==> src/rtl/hb_cipher_r.sv <==
// ---------------------------------------------------------------------------
// hb_cipher_r : one round of the HB 64-bit block cipher
//
// Computes one substitution-permutation round together with the matching
// key-schedule step. Both results are registered, giving one clock of
// latency from din/kin/cnt to te/r_key. An iterative top feeds te and r_key
// back as din and kin and steps cnt once per round.
//
// All vectors are [0:63] with bit 0 as the MSB.
//
// Ports
//   clk   : rising-edge clock
//   rst   : synchronous, active-high reset (clears te and r_key)
//   te    : registered round output state
//   r_key : registered next round key
//   din   : round input state
//   kin   : current round key
//   cnt   : round counter, only the five LSBs cnt[3:7] are used
// ---------------------------------------------------------------------------

// ---------------------------------------------------------------------------
// hb_cipher_r_sbox : 4-bit HB S-box, nibble MSB is the lower index
//
// Ports
//   x : nibble in
//   y : substituted nibble out
// ---------------------------------------------------------------------------
module hb_cipher_r_sbox (
   input  logic [0:3] x,
   output logic [0:3] y
);

   // Plain lookup table; the default keeps the block latch-free even though
   // every input value is listed.
   always_comb begin
      y = 4'h0;
      case (x)
         4'h0: y = 4'hC;
         4'h1: y = 4'h5;
         4'h2: y = 4'h6;
         4'h3: y = 4'hB;
         4'h4: y = 4'h9;
         4'h5: y = 4'h0;
         4'h6: y = 4'hA;
         4'h7: y = 4'hD;
         4'h8: y = 4'h3;
         4'h9: y = 4'hE;
         4'hA: y = 4'hF;
         4'hB: y = 4'h8;
         4'hC: y = 4'h4;
         4'hD: y = 4'h7;
         4'hE: y = 4'h1;
         4'hF: y = 4'h2;
         default: y = 4'h0;
      endcase
   end

endmodule

module hb_cipher_r (
   input  logic        clk,
   input  logic        rst,
   output logic [0:63] te,
   output logic [0:63] r_key,
   input  logic [0:63] din,
   input  logic [0:63] kin,
   input  logic [0:7]  cnt
);

   localparam int N = 63;

   logic [0:N] k_rot;
   logic [0:3] k_sub;
   logic [0:N] k_next;
   logic [0:N] s;
   logic [0:N] p;
   logic [0:N] t_next;
   logic       unused_cnt_hi;

   // The three upper counter bits are deliberately ignored so the round
   // counter may wrap freely in the caller.
   assign unused_cnt_hi = ^cnt[0:2];

   // Key schedule: rotate left by 13, substitute the top nibble, then inject
   // the 5-bit round counter into the bottom five bits.
   assign k_rot = {kin[13:N], kin[0:12]};

   hb_cipher_r_sbox u_key_sbox (
      .x(k_rot[0:3]),
      .y(k_sub)
   );

   assign k_next = {k_sub, k_rot[4:58], k_rot[59:N] ^ cnt[3:7]};

   // Substitution layer: sixteen independent S-boxes, nibble j covers
   // bits [4j:4j+3].
   for (genvar j = 0; j < 16; j++) begin : g_sbox
      hb_cipher_r_sbox u_sbox (
         .x(din[4*j +: 4]),
         .y(s[4*j +: 4])
      );
   end

   // Permutation layer, expressed in LSB-based indices: the bit at LSB index
   // l moves to 16*l mod 63, except bit 63 which stays put. The mapping is a
   // bijection, so every bit of p is driven exactly once.
   for (genvar l = 0; l < 64; l++) begin : g_perm
      localparam int DST = (l == 63) ? 63 : ((16 * l) % 63);
      assign p[N - DST] = s[N - l];
   end

   // The freshly scheduled key is also the whitening key for this round.
   assign t_next = p ^ k_next;

   // Output registers; reset wins over any input activity on the same edge.
   always_ff @(posedge clk) begin
      if (rst) begin
         te    <= 64'h0;
         r_key <= 64'h0;
      end else begin
         te    <= t_next;
         r_key <= k_next;
      end
   end

endmodule

==> config.mk <==
export PLATFORM = sky130hd
export DESIGN_NAME = hb_cipher_r
export DESIGN_NICKNAME = d
export VERILOG_FILES = /design/src/rtl/hb_cipher_r.sv
export SDC_FILE = /design/constraint.sdc
export NUM_CORES = 1
export LEC_CHECK = 0
export CORE_MARGIN = 3
export CORE_UTILIZATION = 45
export DETAILED_ROUTE_END_ITERATION = 8
export GPL_ROUTABILITY_DRIVEN = 1
export PLACE_DENSITY = 0.82
export SLEW_MARGIN = 20
export SYNTH_ARGS = -nofsm -noshare
export SYNTH_HDL_FRONTEND = slang
export SYNTH_SLANG_ARGS = --single-unit
==> constraint.sdc <==
create_clock -name clk -period 1.5 [get_ports clk]
set_input_delay 0.225 -clock clk [delete_from_list [all_inputs] [get_ports clk]]
set_output_delay 0.225 -clock clk [all_outputs]
set_load 0.1 [all_outputs]
==> results.tsv, run 1 <==
metric	value	unit
synth_cell_types	25	
grt_first_pass_wirelength	38600	um
syn_area	7110	um^2
cts.sinks	128	
die_area	17300	um^2
maxCapViolations	0	
gp_congestion	0.860	
hold_viol	0	
antenna_found_initial	1	
yosys.area.top_type_share	36.0	%
vias_per_cell	5.19	
critPathMaxStageDelay	0.33	ns
async_flop_share	0	%
worst_path_max_delay_cell	ha_1	
area_delta_synth_final	86.0	%
row_count	45	
synth_area_per_cell	10.5	um^2
grt_setup_unrepaired	yes	
synthFlopType	dfxtp_1	
clk_pin_slew	0.06	ns
ys_ff_latch	128	
crit_family	buffers and inverters	
tightest_slew	0.361	ns
crit_required	1.84	ns
fmax	0.644	GHz
critical_path_arrival	1.90	ns
core_area	15300	um^2
cts-root-buf	clkbuf_16	
firstDrtPassIters	5	
outcome	finished with violations	
startpoint_type	input port	
path_max_fanout	3	
remaining_drc_errors	0	
setup_tns	-0.162	ns
hold_class	in -> reg	
fin_crit	1.55	ns
start_util	46.4	%
fp.dieH	132	um
io_buffers	262	
synthCells	676	
power_density	1100	nW/um^2
die_w	132	um
diodes	0	
setup_ws	-0.0529	ns
setup_viol	5	
place_area	12100	um^2
path_buf_inv	3	
wl_per_cell	21.6	um
period_share	104	%
critPathKind	in -> reg	
drt_wl_total	27500	um
worst_hold_slack	0.103	ns
synth_seq_area_share	36.0	%
ant_nets	0	
end_kind	flip-flop	
stdcell_area	13200	um^2
dp_hpwl	17300	um
cts_buffer_depth	2	
slew_headroom	75.8	%
synth_top_area_cell	dfxtp_1	
grt_max_degree	43	
dp_slack	-0.493	ns
htree_levels	4	
drv_slew	0	
yosysMostFrequentCell	dfxtp_1	
netlist_top_cells_count	128 x dfxtp_1, 100 x ha_1, 98 x nor2_1	
cts_tree	built	
syn-num-nets	914	
place_inst	1239	
synth_edf_count	0	
nFillCells	655	
grt_pass1_vias	7065	
via_count	6603	
globalRouteOverflowTotal	0	
leakage	5.97	nW
yosys_warnings	0	
drt_iter0_markers	327	
final_nets	1286	
max-vdd-ir-drop	909	uV
fin_cells	1272	
violations	negative setup slack	
cpMostUsedCell	mux2i_1	
io_pins	266	
yosys-top-cells-area	dfxtp_1 36%, ha_1 18%, mux4_2 11%, xnor2_1 7.4%, nor2_1 5.2%	
worstPathCellList	dlygate4sd2_1 > inv_1 > ha_1 > buf_4 > mux2i_1 > mux2i_1 > xor2_1 > nor2_1	
cts_inserted_buffers	17	
grtUsageTotal	28.5	%
layout-drive-gt1-share	36.3	%
-- area by class of cell --
cell class / instances / area (um^2) / share of cell area, %
clock inverter: 13 / 234 / 1.77
sequential: 128 / 2560 / 19.4
clock buffer: 19 / 453 / 3.43
inverter: 53 / 200 / 1.51
multi-input combinational: 463 / 4600 / 34.8
tap: 211 / 264 / 2.00
timing repair buffer: 385 / 4910 / 37.2
-- flip-flops by register name, indices dropped and copies added, names as in the netlist --
| signal | flops |
|---|---|
| te | 64 |
| r_key | 64 |
-- routing by layer --
layer  wire length, um  track usage (%)  vias to the layer above
li1                  -                -                     2975
met1              8980             26.4                     3189
met2             14900             53.8                      334
met3              2080             10.5                      103
met4              1500             15.5                        2
met5                10                0                        -
-- per-stage QoR --
step	utilization, %	total power [mW]
4_1_cts	84.4	14.4
6_report	86.3	14.6
2_1_floorplan	-	7.05
3_3_place_gp	78.8	9.30
3_5_place_dp	78.8	9.44
5_1_grt	86.3	14.9
-- layout by cell type (no fill, tap or decap), types with 21 or more instances in the layout --
cell	synthesis	routed
buf_4	0	113
clkdlybuf4s50_1	0	112
nor2_1	98	97
nor2b_1	56	56
mux2i_1	31	31
mux4_2	34	34
xnor2_2	0	21
inv_1	48	36
buf_12	0	131
ha_1	100	85
dfxtp_1	128	128
xnor2_1	60	39
-- logic make-up after synthesis --
group / after synthesis / synth area share, %
simple gates: 173 / 11.5
fa+ha+maj: 100 / 17.6
buf+inv: 85 / 4.95
mux: 65 / 15.1
xor+xnor: 73 / 8.99
compound gates: 52 / 5.72
flops: 128 / 36.1
-- final timing paths --
path / start / end / slack, ns / cells past startpoint
hold / removal: rst / te[3] / 0.10 / 2
setup / recovery: din[59] / te[14] / -0.05 / 8
-- power by group --
part,switching [mW],total [mW],internal [mW]
logic,3.39,5.76,2.37
registers,0.261,3.96,3.70
clock network,1.64,4.85,3.21
-- what timing repair did --
item                       in CTS  in global routing
setup buffers                   0                  1
pin swaps                       2                 14
hold buffers                    0                  0
resized for setup              35                 62
cloned                          0                  0
setup endpoints to repair      22                 37
Power figures use the tool's default switching activity.
==> inputs of run 2 (changes only) <==
--- a/config.mk
+++ b/config.mk
@@ -10,6 +10,7 @@
 export DETAILED_ROUTE_END_ITERATION = 8
 export GPL_ROUTABILITY_DRIVEN = 1
 export PLACE_DENSITY = 0.82
+export SKIP_LAST_GASP = 1
 export SLEW_MARGIN = 20
 export SYNTH_ARGS = -nofsm -noshare
 export SYNTH_HDL_FRONTEND = slang
==> run 2 against run 1 <==
The run still ends with negative setup slack left. Setup slack worse by 0.010 ns. Worst hold slack improved by 0.0057 ns. Global-route usage about the same. Design area about the same. Clock-buffer cell count did not move. Largest power group unchanged. First-iteration DRC count increased by 7.0%. Fmax fell by 0.66%. Sequential cell count stayed put. Core utilization about the same.
==> results.tsv, run 2 (synthesis gave the netlist of run 1 again) <==
metric	value	unit	change
cts_inserted_buffers	17		unchanged
final_cell_mix	131 x buf_12, 128 x dfxtp_1, 113 x buf_4, 112 x clkdlybuf4s50_1, 97 x nor2_1		unchanged
grt_setup_unrepaired	yes		unchanged
start_util	46.4	%	unchanged
dp_hpwl	17300	um	unchanged
ant_nets	0		unchanged
fmax	0.640	GHz	was 0.644 GHz
grt_first_pass_wirelength	38600	um	about the same
drt_iter0_markers	350		was 327
critical_path_arrival	1.91	ns	was 1.90 ns
final_nets	1286		unchanged
hold_class	in -> reg		unchanged
worstPathCellList	dlygate4sd2_1 > inv_1 > ha_1 > buf_4 > mux2i_1 > mux2i_1 > xor2_1 > nor2_1		unchanged
top_usage_layer	met2		unchanged
violations	negative setup slack		unchanged
startpoint_type	input port		unchanged
worstHoldPathCells	2		unchanged
clk_pin_slew	0.06	ns	about the same
fin_cells	1272		unchanged
maxCapViolations	0		unchanged
slew_headroom	72.8	%	was 75.8%
critPathKind	in -> reg		unchanged
cts_buffer_depth	2		unchanged
setup_tns	-0.189	ns	was -0.162 ns
period_share	104	%	about the same
die_area	17300	um^2	unchanged
grt.met3_usage	10.5	%	about the same
place_area	12100	um^2	unchanged
hp-start	rst		unchanged
wl_per_cell	21.7	um	was 21.6 um
cts_tree	built		unchanged
place_inst	1239		unchanged
firstDrtPassIters	5		unchanged
cts-root-buf	clkbuf_16		unchanged
max-vdd-ir-drop	916	uV	was 909 uV
cpMostUsedCell	mux2i_1		unchanged
grt_pass1_vias	7065		unchanged
top_regs	r_key (64), te (64)		unchanged
fp.dieH	132	um	unchanged
grtUsageTotal	28.5	%	about the same
gr-usage-met1	26.5	%	was 26.4%
row_count	45		unchanged
layout_commonest_cell	buf_12		unchanged
cts_hold_buf	0		unchanged
remaining_drc_errors	0		unchanged
globalRouteOverflowTotal	0		unchanged
diodes	0		unchanged
worst_path_max_delay_cell	ha_1		unchanged
via_count	6682		was 6603
leakage	5.97	nW	about the same
hold_viol	0		unchanged
die_w	132	um	unchanged
htree_levels	4		unchanged
crit_required	1.84	ns	about the same
layout-drive-gt1-share	36.2	%	was 36.3%
power	14.6	mW	about the same
tightest_slew	0.397	ns	was 0.361 ns
gp_congestion	0.860		unchanged
path_max_fanout	3		unchanged
power_density	1100	nW/um^2	about the same
io_pins	266		unchanged
cts.sinks	128		unchanged
drv_slew	0		unchanged
drt_wl_total	27600	um	was 27500 um
grt_max_degree	43		unchanged
core_area	15300	um^2	unchanged
area_delta_synth_final	85.9	%	was 86.0%
end_kind	flip-flop		unchanged
critPathMaxStageDelay	0.33	ns	about the same
grtUsageMet2	53.7	%	was 53.8%
setup_viol	5		unchanged
vias_per_cell	5.25		was 5.19
setup_ws	-0.0633	ns	was -0.0529 ns
outcome	finished with violations		unchanged
hold_path_end	te[3]		unchanged
worst_hold_slack	0.108	ns	was 0.103 ns
stdcell_area	13200	um^2	about the same
antenna_found_initial	1		unchanged
fin_crit	1.56	ns	was 1.55 ns
io_buffers	262		unchanged
nFillCells	663		was 655
==> run 2: critical path: cells and delay by family <==
kind          cells  cell delay, ns
fa+ha+maj         1            0.33
buf+inv           3            0.53
xor+xnor          1            0.18
mux               2            0.43
simple gates      1            0.20
==> run 2: worst max-delay path by stage <==
stage	depth (start not counted)	slack [ns]	to	from
final	8	-0.06	te[14]	din[59]
after global routing	7	-0.07	te[17]	din[7]
after CTS	8	-0.01	te[55]	din[31]
after detailed placement	6	-0.49	te[25]	din[39]
after global placement	6	-0.39	te[25]	din[38]
after floorplan	6	0.11	te[1]	kin[16]
==> run 2: layer usage <==
layer  wire [um]  vias up
met5          11        -
met4        1500        2
met3        2160      118
met2       15000      353
met1        8940     3233
li1            -     2976
==> run 2: cell type report <==
cell class / instances / area [um^2] / share of cell area (%)
repair buffers: 385 / 4910 / 37.2
multi-input cells: 463 / 4590 / 34.7
flip-flops and latches: 128 / 2560 / 19.4
clock buffers: 19 / 453 / 3.43
well taps: 211 / 264 / 2.00
clock inverters: 13 / 234 / 1.77
inverters: 53 / 200 / 1.51
==> run 2: through the flow <==
stage | setup slack [ns] | utilization (%)
2_1_floorplan | 0.106 | -
3_3_place_gp | -0.391 | 78.8
3_5_place_dp | -0.493 | 78.8
4_1_cts | -0.0135 | 84.3
5_1_grt | -0.0745 | 86.3
6_report | -0.0633 | 86.3
==> run 2: power by group <==
group	switching, mW	internal (mW)	leakage, nW
sequential	0.261	3.70	1.07
combinational	3.39	2.36	4.58
clock	1.65	3.21	0.325
==> run 2: timing repair <==
action                                  CTS  global route
resized for setup                        34            62
endpoints found under the setup margin   22            38
endpoints found under the hold margin     0             0
setup buffers                             0             1
pin swaps                                 2            14
==> inputs of run 3 (changes only) <==
--- a/config.mk
+++ b/config.mk
@@ -5,8 +5,10 @@
 export SDC_FILE = /design/constraint.sdc
 export NUM_CORES = 1
 export LEC_CHECK = 0
+export ABC_CLOCK_PERIOD_IN_PS = 1500
 export CORE_MARGIN = 3
 export CORE_UTILIZATION = 45
+export CTS_CLUSTER_DIAMETER = 100
 export DETAILED_ROUTE_END_ITERATION = 8
 export GPL_ROUTABILITY_DRIVEN = 1
 export PLACE_DENSITY = 0.82
==> results of run 3 <==
Final layout, timing and power as in run 2 (identical DEF).
